[config.mk]
export PLATFORM = sky130hd
export DESIGN_NAME = irig_frame_sync
export DESIGN_NICKNAME = d
export VERILOG_FILES = /design/src/rtl/irig_pkg.sv /design/src/rtl/irig_watchdog.sv /design/src/rtl/irig_frame_sync.sv
export SDC_FILE = /design/constraint.sdc
export NUM_CORES = 1
export LEC_CHECK = 0
export CAP_MARGIN = 20
export CORE_ASPECT_RATIO = 1.2
export CORE_UTILIZATION = 50
export DETAILED_ROUTE_END_ITERATION = 10
export GPL_TIMING_DRIVEN = 1
export PLACE_DENSITY = 0.7
export SKIP_LAST_GASP = 1
export SLEW_MARGIN = 30
export SYNTH_ARGS = -nofsm -noshare
export SYNTH_HDL_FRONTEND = slang
export SYNTH_SLANG_ARGS = --single-unit
[constraint.sdc]
create_clock -name clk -period 8.9 [get_ports clk]
set_input_delay 1.78 -clock clk [delete_from_list [all_inputs] [get_ports clk]]
set_output_delay 1.78 -clock clk [all_outputs]
set_load 0.02 [all_outputs]
[src/rtl/irig_pkg.sv]
// irig_pkg
// Shared definitions for the IRIG frame blocks: frame-sync FSM states,
// frame geometry (marker positions, last position), the layout of the
// decoded time fields and the default watchdog timeout.
// Helpers:
//   is_marker_pos(pos) - 1 when a marker symbol is expected at pos
//   field_bit(pos)     - where a data bit at pos lands in the field stage
package irig_pkg;

   // Clocks without a symbol before alignment is abandoned (1.5 bits @ 10 MHz)
   localparam int unsigned TIMEOUT_DEFAULT = 150000;

   typedef enum logic [1:0] {
      SEARCH = 2'd0,
      ARM    = 2'd1,
      TRACK  = 2'd2
   } state_e;

   localparam logic [6:0] POS_PR   = 7'd0;
   localparam logic [6:0] POS_LAST = 7'd99;

   // Decoded field widths and their LSB offsets inside the field stage
   localparam int unsigned SEC_W    = 7;
   localparam int unsigned MIN_W    = 7;
   localparam int unsigned HOUR_W   = 6;
   localparam int unsigned DAY_W    = 10;
   localparam int unsigned YEAR_W   = 8;
   localparam int unsigned SEC_LSB  = 0;
   localparam int unsigned MIN_LSB  = 7;
   localparam int unsigned HOUR_LSB = 14;
   localparam int unsigned DAY_LSB  = 20;
   localparam int unsigned YEAR_LSB = 30;
   localparam int unsigned STAGE_W  = 38;

   // BCD digit segments: frame start/end position and the stage bit that
   // receives the digit LSB (the first bit transmitted).
   localparam logic [3:0] NUM_SEG = 4'd11;
   localparam logic [6:0] SEG_START [NUM_SEG] = '{7'd1,  7'd6,  7'd10, 7'd15, 7'd20, 7'd25,
                                                   7'd30, 7'd35, 7'd40, 7'd50, 7'd55};
   localparam logic [6:0] SEG_END   [NUM_SEG] = '{7'd4,  7'd8,  7'd13, 7'd17, 7'd23, 7'd26,
                                                   7'd33, 7'd38, 7'd41, 7'd53, 7'd58};
   localparam logic [5:0] SEG_BASE  [NUM_SEG] = '{6'd0,  6'd4,  6'd7,  6'd11, 6'd14, 6'd18,
                                                   6'd20, 6'd24, 6'd28, 6'd30, 6'd34};

   typedef struct packed {
      logic       hit;
      logic [5:0] idx;
   } fbit_t;

   // Pr (position 0) and every position ending in 9 carry a marker
   function automatic logic is_marker_pos(input logic [6:0] pos);
      return (pos == POS_PR) || ((pos % 7'd10) == 7'd9);
   endfunction

   // Map a frame position to its stage bit; hit=0 for discarded positions
   function automatic fbit_t field_bit(input logic [6:0] pos);
      fbit_t r;
      r = '0;
      for (logic [3:0] f = 4'd0; f < NUM_SEG; f++) begin
         if ((pos >= SEG_START[f]) && (pos <= SEG_END[f])) begin
            r.hit = 1'b1;
            r.idx = SEG_BASE[f] + 6'(pos - SEG_START[f]);
         end else begin
            r = r;
         end
      end
      return r;
   endfunction

endpackage

[src/rtl/irig_watchdog.sv]
// irig_watchdog
// Saturating inactivity counter for IRIG symbol streams.
// Ports:
//   clk       in  system clock
//   rst       in  synchronous active-high reset
//   clear_i   in  a symbol arrived this cycle; restart the count
//   enable_i  in  counting allowed; held at zero otherwise
//   timeout_o out high in the cycle whose edge brings the count to
//                 TIMEOUT_CYCLES, so a registered consumer reacts in the
//                 first cycle the count reads TIMEOUT_CYCLES
module irig_watchdog
   import irig_pkg::*;
#(
   parameter int unsigned TIMEOUT_CYCLES = TIMEOUT_DEFAULT
) (
   input  logic clk,
   input  logic rst,
   input  logic clear_i,
   input  logic enable_i,
   output logic timeout_o
);

   localparam int unsigned     CNT_W   = $clog2(TIMEOUT_CYCLES + 1);
   localparam logic [CNT_W-1:0] CNT_MAX = CNT_W'(TIMEOUT_CYCLES);
   localparam logic [CNT_W-1:0] CNT_PRE = CNT_W'(TIMEOUT_CYCLES - 1);
   localparam logic [CNT_W-1:0] CNT_ONE = CNT_W'(1);

   logic [CNT_W-1:0] cnt_q;
   logic [CNT_W-1:0] cnt_d;

   // Next count: clear on symbol or when idle, saturate at the limit
   always_comb begin
      cnt_d = cnt_q;
      if (!enable_i || clear_i) begin
         cnt_d = '0;
      end else if (cnt_q != CNT_MAX) begin
         cnt_d = cnt_q + CNT_ONE;
      end else begin
         cnt_d = cnt_q;
      end
   end

   // Count register
   always_ff @(posedge clk) begin
      if (rst) begin
         cnt_q <= '0;
      end else begin
         cnt_q <= cnt_d;
      end
   end

   assign timeout_o = enable_i && !clear_i && (cnt_q == CNT_PRE);

endmodule

[src/rtl/irig_frame_sync.sv]
// irig_frame_sync
// Aligns to the IRIG-B 100-symbol frame, pulses pps on each reference
// marker and publishes the BCD time fields once per complete frame.
// Ports:
//   clk, rst             10 MHz clock, synchronous active-high reset
//   irig_mark/d0/d1      one-cycle decoded symbol pulses
//   locked               frame alignment held
//   pps                  pulse on each accepted Pr marker
//   ts_valid             pulse when ts_* carry a freshly completed frame
//   ts_sec/min/hour/day/year  BCD time fields, held between frames
//   frame_err            pulse on loss of alignment
module irig_frame_sync
   import irig_pkg::*;
#(
   parameter int unsigned TIMEOUT_CYCLES = TIMEOUT_DEFAULT
) (
   input  logic        clk,
   input  logic        rst,
   input  logic        irig_mark,
   input  logic        irig_d0,
   input  logic        irig_d1,
   output logic        locked,
   output logic        pps,
   output logic        ts_valid,
   output logic [6:0]  ts_sec,
   output logic [6:0]  ts_min,
   output logic [5:0]  ts_hour,
   output logic [9:0]  ts_day,
   output logic [7:0]  ts_year,
   output logic        frame_err
);

   state_e               state_q, state_d;
   logic [6:0]           pos_q, pos_d;          // position of the next expected symbol
   logic [STAGE_W-1:0]   stage_q, stage_d;
   logic                 locked_q, locked_d;
   logic                 pps_q, pps_d;
   logic                 ts_valid_q, ts_valid_d;
   logic                 frame_err_q, frame_err_d;
   logic [SEC_W-1:0]     ts_sec_q, ts_sec_d;
   logic [MIN_W-1:0]     ts_min_q, ts_min_d;
   logic [HOUR_W-1:0]    ts_hour_q, ts_hour_d;
   logic [DAY_W-1:0]     ts_day_q, ts_day_d;
   logic [YEAR_W-1:0]    ts_year_q, ts_year_d;

   logic [1:0]           hot_cnt_s;
   logic                 sym_s;
   logic                 multi_s;
   logic                 wd_timeout_s;
   fbit_t                fb_s;

   assign hot_cnt_s = {1'b0, irig_mark} + {1'b0, irig_d0} + {1'b0, irig_d1};
   assign sym_s     = (hot_cnt_s == 2'd1);
   assign multi_s   = (hot_cnt_s >= 2'd2);
   assign fb_s      = field_bit(pos_q);

   irig_watchdog #(
      .TIMEOUT_CYCLES (TIMEOUT_CYCLES)
   ) u_watchdog (
      .clk       (clk),
      .rst       (rst),
      .clear_i   (sym_s),
      .enable_i  (state_q != SEARCH),
      .timeout_o (wd_timeout_s)
   );

   // Frame-sync next state, field capture and output pulses
   always_comb begin
      state_d     = state_q;
      pos_d       = pos_q;
      stage_d     = stage_q;
      locked_d    = locked_q;
      pps_d       = 1'b0;
      ts_valid_d  = 1'b0;
      frame_err_d = 1'b0;
      ts_sec_d    = ts_sec_q;
      ts_min_d    = ts_min_q;
      ts_hour_d   = ts_hour_q;
      ts_day_d    = ts_day_q;
      ts_year_d   = ts_year_q;
      case (state_q)
         SEARCH: begin
            if (sym_s && irig_mark) begin
               state_d = ARM;
            end else begin
               state_d = SEARCH;
            end
         end
         ARM: begin
            // Two consecutive markers (P0, Pr) establish alignment
            if (wd_timeout_s) begin
               state_d = SEARCH;
            end else if (sym_s && irig_mark) begin
               state_d  = TRACK;
               pos_d    = 7'd1;
               pps_d    = 1'b1;
               locked_d = 1'b1;
            end else if (sym_s) begin
               state_d = SEARCH;
            end else begin
               state_d = ARM;
            end
         end
         TRACK: begin
            if (multi_s || wd_timeout_s ||
                (sym_s && (irig_mark != is_marker_pos(pos_q)))) begin
               state_d     = SEARCH;
               pos_d       = 7'd0;
               locked_d    = 1'b0;
               frame_err_d = 1'b1;
            end else if (sym_s) begin
               pos_d = (pos_q == POS_LAST) ? POS_PR : (pos_q + 7'd1);
               if (irig_mark) begin
                  if (pos_q == POS_LAST) begin
                     ts_sec_d   = stage_q[SEC_LSB  +: SEC_W];
                     ts_min_d   = stage_q[MIN_LSB  +: MIN_W];
                     ts_hour_d  = stage_q[HOUR_LSB +: HOUR_W];
                     ts_day_d   = stage_q[DAY_LSB  +: DAY_W];
                     ts_year_d  = stage_q[YEAR_LSB +: YEAR_W];
                     ts_valid_d = 1'b1;
                  end else begin
                     pps_d = (pos_q == POS_PR);
                  end
               end else if (fb_s.hit) begin
                  stage_d[fb_s.idx] = irig_d1;
               end else begin
                  stage_d = stage_q;
               end
            end else begin
               state_d = TRACK;
            end
         end
         default: begin
            state_d  = SEARCH;
            pos_d    = 7'd0;
            locked_d = 1'b0;
         end
      endcase
   end

   // State, stage and registered outputs
   always_ff @(posedge clk) begin
      if (rst) begin
         state_q     <= SEARCH;
         pos_q       <= 7'd0;
         stage_q     <= '0;
         locked_q    <= 1'b0;
         pps_q       <= 1'b0;
         ts_valid_q  <= 1'b0;
         frame_err_q <= 1'b0;
         ts_sec_q    <= '0;
         ts_min_q    <= '0;
         ts_hour_q   <= '0;
         ts_day_q    <= '0;
         ts_year_q   <= '0;
      end else begin
         state_q     <= state_d;
         pos_q       <= pos_d;
         stage_q     <= stage_d;
         locked_q    <= locked_d;
         pps_q       <= pps_d;
         ts_valid_q  <= ts_valid_d;
         frame_err_q <= frame_err_d;
         ts_sec_q    <= ts_sec_d;
         ts_min_q    <= ts_min_d;
         ts_hour_q   <= ts_hour_d;
         ts_day_q    <= ts_day_d;
         ts_year_q   <= ts_year_d;
      end
   end

   assign locked    = locked_q;
   assign pps       = pps_q;
   assign ts_valid  = ts_valid_q;
   assign frame_err = frame_err_q;
   assign ts_sec    = ts_sec_q;
   assign ts_min    = ts_min_q;
   assign ts_hour   = ts_hour_q;
   assign ts_day    = ts_day_q;
   assign ts_year   = ts_year_q;

endmodule

# After elaboration in Yosys (flattened, before gate mapping)
# Index checks and enable logic that the tools add are counted.
# totals
wordCells	154
latch_bits	0
output_inout_bits	42
n_memories	0
inputBits	5
ramBits	0
mem_bits_ro	0
reg_bits	107
# classes
n_reduce_logical	32
n_bitwise	5
div_mod_pow	1
n_eq_ne	13
add_sub_neg	25
n_lt_le_gt_ge	25
mux	40
mul	0
n_shift	0
# op_table
cell	n
$mux 7	16
$bwmux 38	1
$le 7x6->1 const B	5
$add 5x6->6 const A	5
$ge 7x6->1 const B	4
$sub 6x6->6 const B	4
$ge 7x5->1 const B	3
$le 7x5->1 const B	3
$pmux 7 s3	1
$add 18x1->18 const B	1
$eq 18x18->1 const B	1
$ne 18x18->1 const B	1
$sub 6x5->6 const B	3
$logic_and 1x1->1	16
$ge 7x4->1 const B	2
$le 7x4->1 const B	2
$mux 1	14
$add 3x6->6 const A	2
$add 4x6->6 const A	2
$sub 6x4->6 const B	2
$reduce_and 5->1	2
$mux 2	4
$reduce_and 4->1	2
$add 7x1->7 const B	1
31 further kinds	44

# Logic depth before layout (Yosys ltp)
# Gate-level depths: netlist (run 1).
# depth
word_depth	18
ltp_mapped	16

# Cells and area by module
# A second synthesis (run 1) with hierarchy kept.
# unflattened
cells_unflattened	805
hier_area_um2	6949.2
# by_module_without_submodules
module	cells_per_inst	seq_area_each_um2	n_inst	area_per_inst_um2
irig_frame_sync	698	1781.7	1	6055.8
irig_watchdog	107	360.3	1	893.4

# Least setup slack after synthesis (run 1)
# No wires, ideal clock.
# synth_path
kind	input to register
startpoint	input irig_mark
endpoint	register stage_q[23]
required_time_ns	8.768
setup_ns	0.132
setup_slack_ns	4.392
path_buffers	2
arrival_time_ns	4.376
cell_stages	12
path_cell_list	fa_1 > nor2b_1 > clkbuf_1 > nor4_1 > a211oi_1 > and3_1 > o41a_1 > o211ai_1 > a211oi_2 > buf_2 > nand3_1 > mux2i_1
# synth_via
elab_chain_len	10
# synth_lines
item	line	rtl
start, declared	irig_frame_sync.sv:19	input logic irig_mark,
$add 1x1->2	irig_frame_sync.sv:52	assign hot_cnt_s = {1'b0, irig_mark} + {1'b0, irig_d0} + {1'b0, irig_d1};
$add 2x1->2	irig_frame_sync.sv:52	
$eq 2x1->1	irig_frame_sync.sv:53	assign sym_s = (hot_cnt_s == 2'd1);
$logic_not 1->1	irig_watchdog.sv:52	assign timeout_o = enable_i && !clear_i && (cnt_q == CNT_PRE);
$logic_and 1x1->1 (2 in series)	irig_watchdog.sv:52	
$logic_or 1x1->1 (2 in series)	irig_frame_sync.sv:105	if (multi_s || wd_timeout_s ||
$not 1->1 (no line)	-	
$reduce_and 5->1 (no line) *	-	
end signal, assigned	irig_frame_sync.sv:159	stage_q <= stage_d;
end, declared	irig_frame_sync.sv:35	logic [STAGE_W-1:0] stage_q, stage_d;
# Mark *: on every way between the ends. The rest lies on a longest branch, timed or not.
# A chain may end at the register's enable or synchronous reset.

# Worst setup path after layout (run 1)
# layout_path
startpoint	input irig_mark
endpoint	register stage_q[3]
# The elaborated chain is that of the path after synthesis.

==> results of run 1 <==
[final timing paths]
path | startpoint | endpoint | depth (start not counted)
setup / recovery | irig_mark | stage_q[3]$_SDFFE_PP0P_ | 12
hold / removal | ts_min[2]$_SDFFE_PP0P_ | ts_min[2]$_SDFFE_PP0P_ | 2
setup reg to reg | pos_q[2]$_SDFFE_PP0P_ | ts_min[4]$_SDFFE_PP0P_ | 12
hold reg to reg | ts_min[2]$_SDFFE_PP0P_ | ts_min[2]$_SDFFE_PP0P_ | 2
[per-stage QoR]
step	total power [mW]	utilization, %	hold WS [ns]	area [µm²]	cells
floorplan	0.557	-	0.458	6690	790
global placement	0.578	55.6	0.460	7130	951
detailed placement	0.578	55.6	0.462	7140	951
CTS	0.997	58.1	0.479	7460	967
global route	1.03	58.2	0.489	7470	967
finish	0.992	58.2	0.472	7470	967
[report_power, final]
group / internal, mW / switching [mW]
clock network: 0.247 / 0.175
registers: 0.479 / 0.00294
logic: 0.0293 / 0.0575
total: 0.756 / 0.236
[cells in the final DEF, fill, tap and decap left out, types with 4 or more instances in the layout]
| master | instances |
|---|---|
| a211o_1 | 5 |
| a211oi_1 | 10 |
| a21boi_0 | 6 |
| a21o_1 | 9 |
| a21oi_1 | 33 |
| a221o_1 | 6 |
| a31oi_1 | 8 |
| and2_1 | 12 |
| and3_1 | 6 |
| buf_4 | 5 |
| clkbuf_16 | 9 |
| clkdlybuf4s50_1 | 45 |
| dfxtp_1 | 107 |
| ha_1 | 20 |
| inv_1 | 16 |
| mux2i_1 | 80 |
| nand2_1 | 52 |
| nand2b_1 | 84 |
| nand3_1 | 46 |
| nand3b_1 | 5 |
| nand4_1 | 7 |
| nor2_1 | 47 |
| nor2b_1 | 11 |
| nor3_1 | 10 |
| nor3b_1 | 7 |
| nor4_1 | 4 |
| o211ai_1 | 12 |
| o21ai_0 | 29 |
| or2_2 | 5 |
| or3_1 | 9 |
| xnor2_1 | 9 |
| xor2_1 | 12 |
[final cells by class]
class	instances	area (µm²)
fill	1179	5370
multi-input combinational	612	4250
sequential	107	2140
timing repair buffer	51	493
clock buffer	10	229
tap	164	205
clock inverter	6	87.6
inverter	17	63.8
[critical path, cell delays in order]
cell and delay [ns]:
clkdlybuf4s50_1 0.49, fa_1 0.62, nor2b_1 0.48, nor4_1 0.16
a211oi_1 0.36, and3_1 0.25, o41a_1 0.18, o211ai_1 0.18
a211oi_2 0.85, inv_1 0.14, nor2_1 0.19, mux2i_1 0.18
[sequential cells by signal (all words and copies together) (netlist names)]
name              flops
frame_err             1
locked                1
pos_q                 7
pps                   1
stage_q              38
state_q               2
ts_day               10
ts_hour               6
ts_min                7
ts_sec                7
ts_valid              1
ts_year               8
u_watchdog.cnt_q     18
[per-layer routing]
| layer | vias up | global-route usage (%) | wire [µm] |
|---|---|---|---|
| met5 | - | 0 | 0 |
| met4 | 0 | 11.2 | 513 |
| met3 | 41 | 3.50 | 874 |
| met2 | 183 | 46.6 | 8910 |
| met1 | 2756 | 33.2 | 7440 |
| li1 | 2838 | - | - |
[cells by family (layout without fill, tap and decap cells)]
group / count (synthesis) / in the layout / synth area share, %
adder cells (fa/ha/maj): 21 / 21 / 4.04
buffers and inverters: 71 / 84 / 4.82
XOR/XNOR: 21 / 21 / 2.75
flip-flops: 107 / 107 / 32.0
multiplexers: 82 / 82 / 12.5
AND/OR/NAND/NOR: 325 / 325 / 26.4
AO/OA/AOI/OAI: 163 / 163 / 17.5
==> run_results.csv, run 1 <==
group,metric,value,unit
outcome,outcome,"finished, final reports clean",
power,power.static_leakage,2.86,nW
timing,final_min_period,5.58,ns
yosys,yosysSeqAreaShare,32.0,%
clocking,count_of_hold_fix_buffers_inserted_at_cts,0,
finish,diodes_inserted,0,
power,p_per_cell_area,133,nW/µm²
yosys,net_count_after_synthesis,816,
clocking,clk-insertion-delay-late,0.35,ns
clocking,cts_num_sinks,107,
yosys,syn_std_cell_area,6690,µm²
critical_path,critical_path.max_fanout,15,
clocking,max-clock-path-buffers,2,
drt,remaining_antenna_violation_count,0,
yosys,yosys_warnings,0,
yosys,number_of_enable_type_register_cells_in_the_synthesized_netlist,0,
yosys,synth-async-reset-ratio,0,%
power,vdd.ir_drop.worst,132,µV
global_route,initial_antenna_violation_count,0,
placement,buffers_on_ports,46,
timing,final-max-slew-violation-count,0,
drt,drt_first_iter_violations,435,
global_route,grt_start_max_net_pins,93,
floorplanning,dieHeight,129,µm
timing,max_freq,179,MHz
critical_path,cp.required,9.18,ns
timing,slew_headroom,36.4,%
timing,worst_clock_skew,0.0112,ns
clocking,cts_tree,"done",
clocking,cts-resized-gates,0,
drt,dr.pass1.iters,5,
yosys,syn_avg_cell_area,8.47,µm²
timing,grt_setup_unrepaired,"false",
floorplanning,die-area,13900,µm²
timing,finalSetupTns,0,ns
timing,setup_ws,3.32,ns
yosys,yosysUniqueCellTypes,81,
yosys,post-synth-top-count-cell,"dfxtp_1",
clocking,clk_root_buffer_cell,"clkbuf_16",
yosys,synth_area_leaders,"dfxtp_1 32%, mux2i_1 12%, nand2b_1 7.9%",
yosys,dominantRegCellSynth,"dfxtp_1",
critical_path,critical_path.endpoint_type,"flop",
finish,synthToLayoutAreaGrowth,11.5,%
global_route,grt_ovf,0,
drt,route.vias.total,5818,
floorplanning,placementRows,45,
clocking,clk_transition_reported_paths,0.07,ns
floorplanning,num_io_pins,47,
placement,gp_congestion,0.985,
critical_path,critical_path.startpoint_type,"input port",
global_route,grt_usage,26.8,%
timing,layout_worst_path_cycle_share,62.7,%
placement,preCtsSetupSlack,3.04,ns
timing,timing_hold_violations_final,0,
clocking,cts_post_setup_buffers_inserted,0,
hold_path,min_path_type,"flop to flop",
critical_path,reg2reg_slack,3.47,ns
finish,final_nets,824,
drt,route.detailed.wl_per_inst,18.3,µm
yosys,post-synth-top-area-cell,"dfxtp_1",
clocking,cts_max_level,3,
critical_path,worst_ep_arrival,5.86,ns
finish,drive_gt1_share,5.60,%
drt,drt_drc_violations_left,0,
drt,routed_wl,17700,µm
placement,post-dp-hpwl,12700,µm
global_route,grt_pass1_vias,5765,
critical_path,worst-setup-path-type,"input port to flop",
global_route,grt_pass1_wl,29500,µm
timing,final-setup-viol-count,0,
clocking,tritoncts.num_buffers,9,
drt,viasPerCell,6.02,
yosys,synth.ff_latch_count,107,
floorplanning,die_w,108,µm
yosys,synth_top_cell_area_share,32.0,%
yosys,yosys-top-cells-count,"107 x dfxtp_1, 84 x nand2b_1, 80 x mux2i_1",
floorplanning,core,12800,µm²
floorplanning,floorplan.initialDensity,52.1,%
job,max_cap_violations,0,
timing,timing_worst_slew_pin_value,0.953,ns
yosys,postSynthCellCount,790,
(Power assumes the default switching activity.)
==> run 2, diff against run 1 <==
- PLACE_DENSITY: 0.7 -> 0.72
- clock period: 8.9 -> 4.8 ns (I/O delays scaled with it)
==> run 2 against run 1 <==
Effect of this change: worst hold slack improved by 0.0061 ns; register-to-register slack got worse by 2.9 ns; non-clock buffer count rose by 26; sequential power rose by 85%; wire length rose by 3.2%; highest routed layer unchanged; via count rose by 2.3%; worst setup slack got worse by 2.8 ns; first-iteration DRC count fell by 27%; sequential share of layout area fell by 0.74 points; combinational power rose by 110%; sequential cell count did not move.
==> run_results.csv, run 2 (synthesized netlist as in run 1, its figures left out) <==
group,metric,value,unit
power,p_per_cell_area,238,nW/µm²
timing,hold_slack,0.478,ns
hold_path,hold-path-cell-count,2,
floorplanning,num_io_pins,47,
critical_path,critical_path.max_fanout,15,
drt,route.detailed.wl_per_inst,18.4,µm
timing,final-setup-viol-count,0,
placement,detailed_place.area,7340,µm²
global_route,grt_usage,27.0,%
power,vdd.ir_drop.worst,208,µV
finish,synthToLayoutAreaGrowth,14.5,%
clocking,clk_transition_reported_paths,0.08,ns
clocking,cts_post_setup_buffers_inserted,0,
timing,final-max-slew-violation-count,0,
finish,top_register,"stage_q",
clocking,cts_tree,"done",
drt,routed_wl,18300,µm
power,comb_power_share,9.8,%
floorplanning,placementRows,45,
placement,total_placed_cells_including_tap_cells,977,
critical_path,worst_ep_arrival,4.58,ns
critical_path,critical_path.startpoint_type,"input port",
timing,worst_clock_skew,0.0137,ns
clocking,clk-insertion-delay-late,0.35,ns
global_route,grt_start_max_net_pins,78,
finish,mostFrequentLayoutCells,"107 x dfxtp_1, 84 x nand2b_1, 80 x mux2i_1",
power,sequentialPowerShare,48.9,%
timing,layout_worst_path_cycle_share,89.7,%
finish,final_nets,850,
placement,gp_congestion,1.04,
drt,route.vias.total,5950,
finish,diodes_inserted,0,
power,clock_power_share,41.3,%
clocking,clk_root_buffer_cell,"clkbuf_16",
drt,remaining_antenna_violation_count,0,
timing,grt_setup_unrepaired,"false",
clocking,cts_max_level,3,
finish,finished_layout_cells,993,
critical_path,worst-setup-path-type,"input port to flop",
drt,drt_first_iter_violations,316,
floorplanning,die_w,108,µm
floorplanning,die-area,13900,µm²
finish,n_fill_cell,1164,
power,power_switching,0.492,mW
power,internal-power,1.33,mW
finish,drive_gt1_share,8.32,%
critical_path,critical_path.endpoint_type,"flop",
global_route,grt_pass1_wl,29400,µm
clocking,cts-resized-gates,0,
global_route,grt_pass1_vias,5744,
finish,layout.cell_area.non_filler,7660,µm²
floorplanning,floorplan.initialDensity,52.1,%
power,p_sw_share,27.0,%
timing,timing_hold_violations_final,0,
timing,finalSetupTns,0,ns
timing,timing_worst_slew_pin_value,0.816,ns
placement,buffers_on_ports,46,
drt,dr.pass1.iters,4,
job,max_cap_violations,0,
clocking,count_of_hold_fix_buffers_inserted_at_cts,0,
clocking,max-clock-path-buffers,2,
outcome,outcome,"finished, final reports clean",
clocking,tritoncts.num_buffers,9,
global_route,grt_ovf,0,
drt,viasPerCell,5.99,
finish,largest_reg_flops,38,
floorplanning,core,12800,µm²
clocking,cts_num_sinks,107,
global_route,initial_antenna_violation_count,0,
floorplanning,dieHeight,129,µm
drt,drt_drc_violations_left,0,
finish,layout_commonest_cell,"dfxtp_1",
critical_path,timing.reg2reg.worst_path_depth,13,
hold_path,min_path_type,"flop to flop",
power,power.static_leakage,2.98,nW
placement,post-dp-hpwl,13500,µm
timing,final_min_period,4.31,ns
timing,max_freq,232,MHz
timing,slew_headroom,45.3,%
critical_path,cp.required,5.07,ns
==> run 2: power by group through the flow <==
stage	logic [mW]	registers, mW	clock network [mW]
after floorplan	0.122	0.911	0
after global placement	0.172	0.911	0
after detailed placement	0.172	0.911	0
after CTS	0.174	0.890	0.763
after global routing	0.192	0.891	0.798
final	0.178	0.890	0.753
==> run 2: path summary, 6_finish.rpt <==
| path | from | to | slack [ns] |
|---|---|---|---|
| setup / recovery | irig_mark | stage_q[2]$_SDFFE_PP0P_ | 0.49 |
| setup reg to reg | pos_q[2]$_SDFFE_PP0P_ | ts_hour[5]$_SDFFE_PP0P_ | 0.56 |
| hold / removal | ts_day[5]$_SDFFE_PP0P_ | ts_day[5]$_SDFFE_PP0P_ | 0.48 |
| hold reg to reg | ts_day[5]$_SDFFE_PP0P_ | ts_day[5]$_SDFFE_PP0P_ | 0.48 |
==> run 2: cell type report <==
class | count | area, µm² | area share [%]
clock buffers | 9 | 225 | 2.94
clock inverters | 7 | 81.3 | 1.06
inverters | 17 | 63.8 | 0.833
multi-input cells | 612 | 4240 | 55.4
flip-flops and latches | 107 | 2140 | 28.0
well taps | 164 | 205 | 2.68
repair buffers | 77 | 701 | 9.14
==> run 2: metal layers <==
metal  up-vias  routed length [µm]  track usage, %
met5         -                   0               0
met4         0                 859            14.7
met3        53                 735            3.70
met2       171                9150            47.6
met1      2838                7560            31.3
li1       2888                   -               -
==> run 2: through the flow <==
| stage | setup WS (ns) | power (mW) | utilization [%] |
|---|---|---|---|
| CTS | 0.366 | 1.83 | 59.6 |
| detailed placement | 0.0853 | 1.08 | 57.2 |
| finish | 0.493 | 1.82 | 59.7 |
| global placement | 0.212 | 1.08 | 57.2 |
| global route | 0.214 | 1.88 | 59.7 |
| floorplan | 0.692 | 1.03 | - |
==> run 2: worst max-delay path, stage by stage <==
cell and delay [ns]:
clkdlybuf4s50_1 0.50, fa_1 0.62, nor2b_1 0.19, nor4_1 0.09, a211oi_1 0.38, and3_1 0.27
o41a_1 0.17, o211ai_1 0.20, a211oi_4 0.64, inv_1 0.16, nor2_1 0.20, mux2i_1 0.21
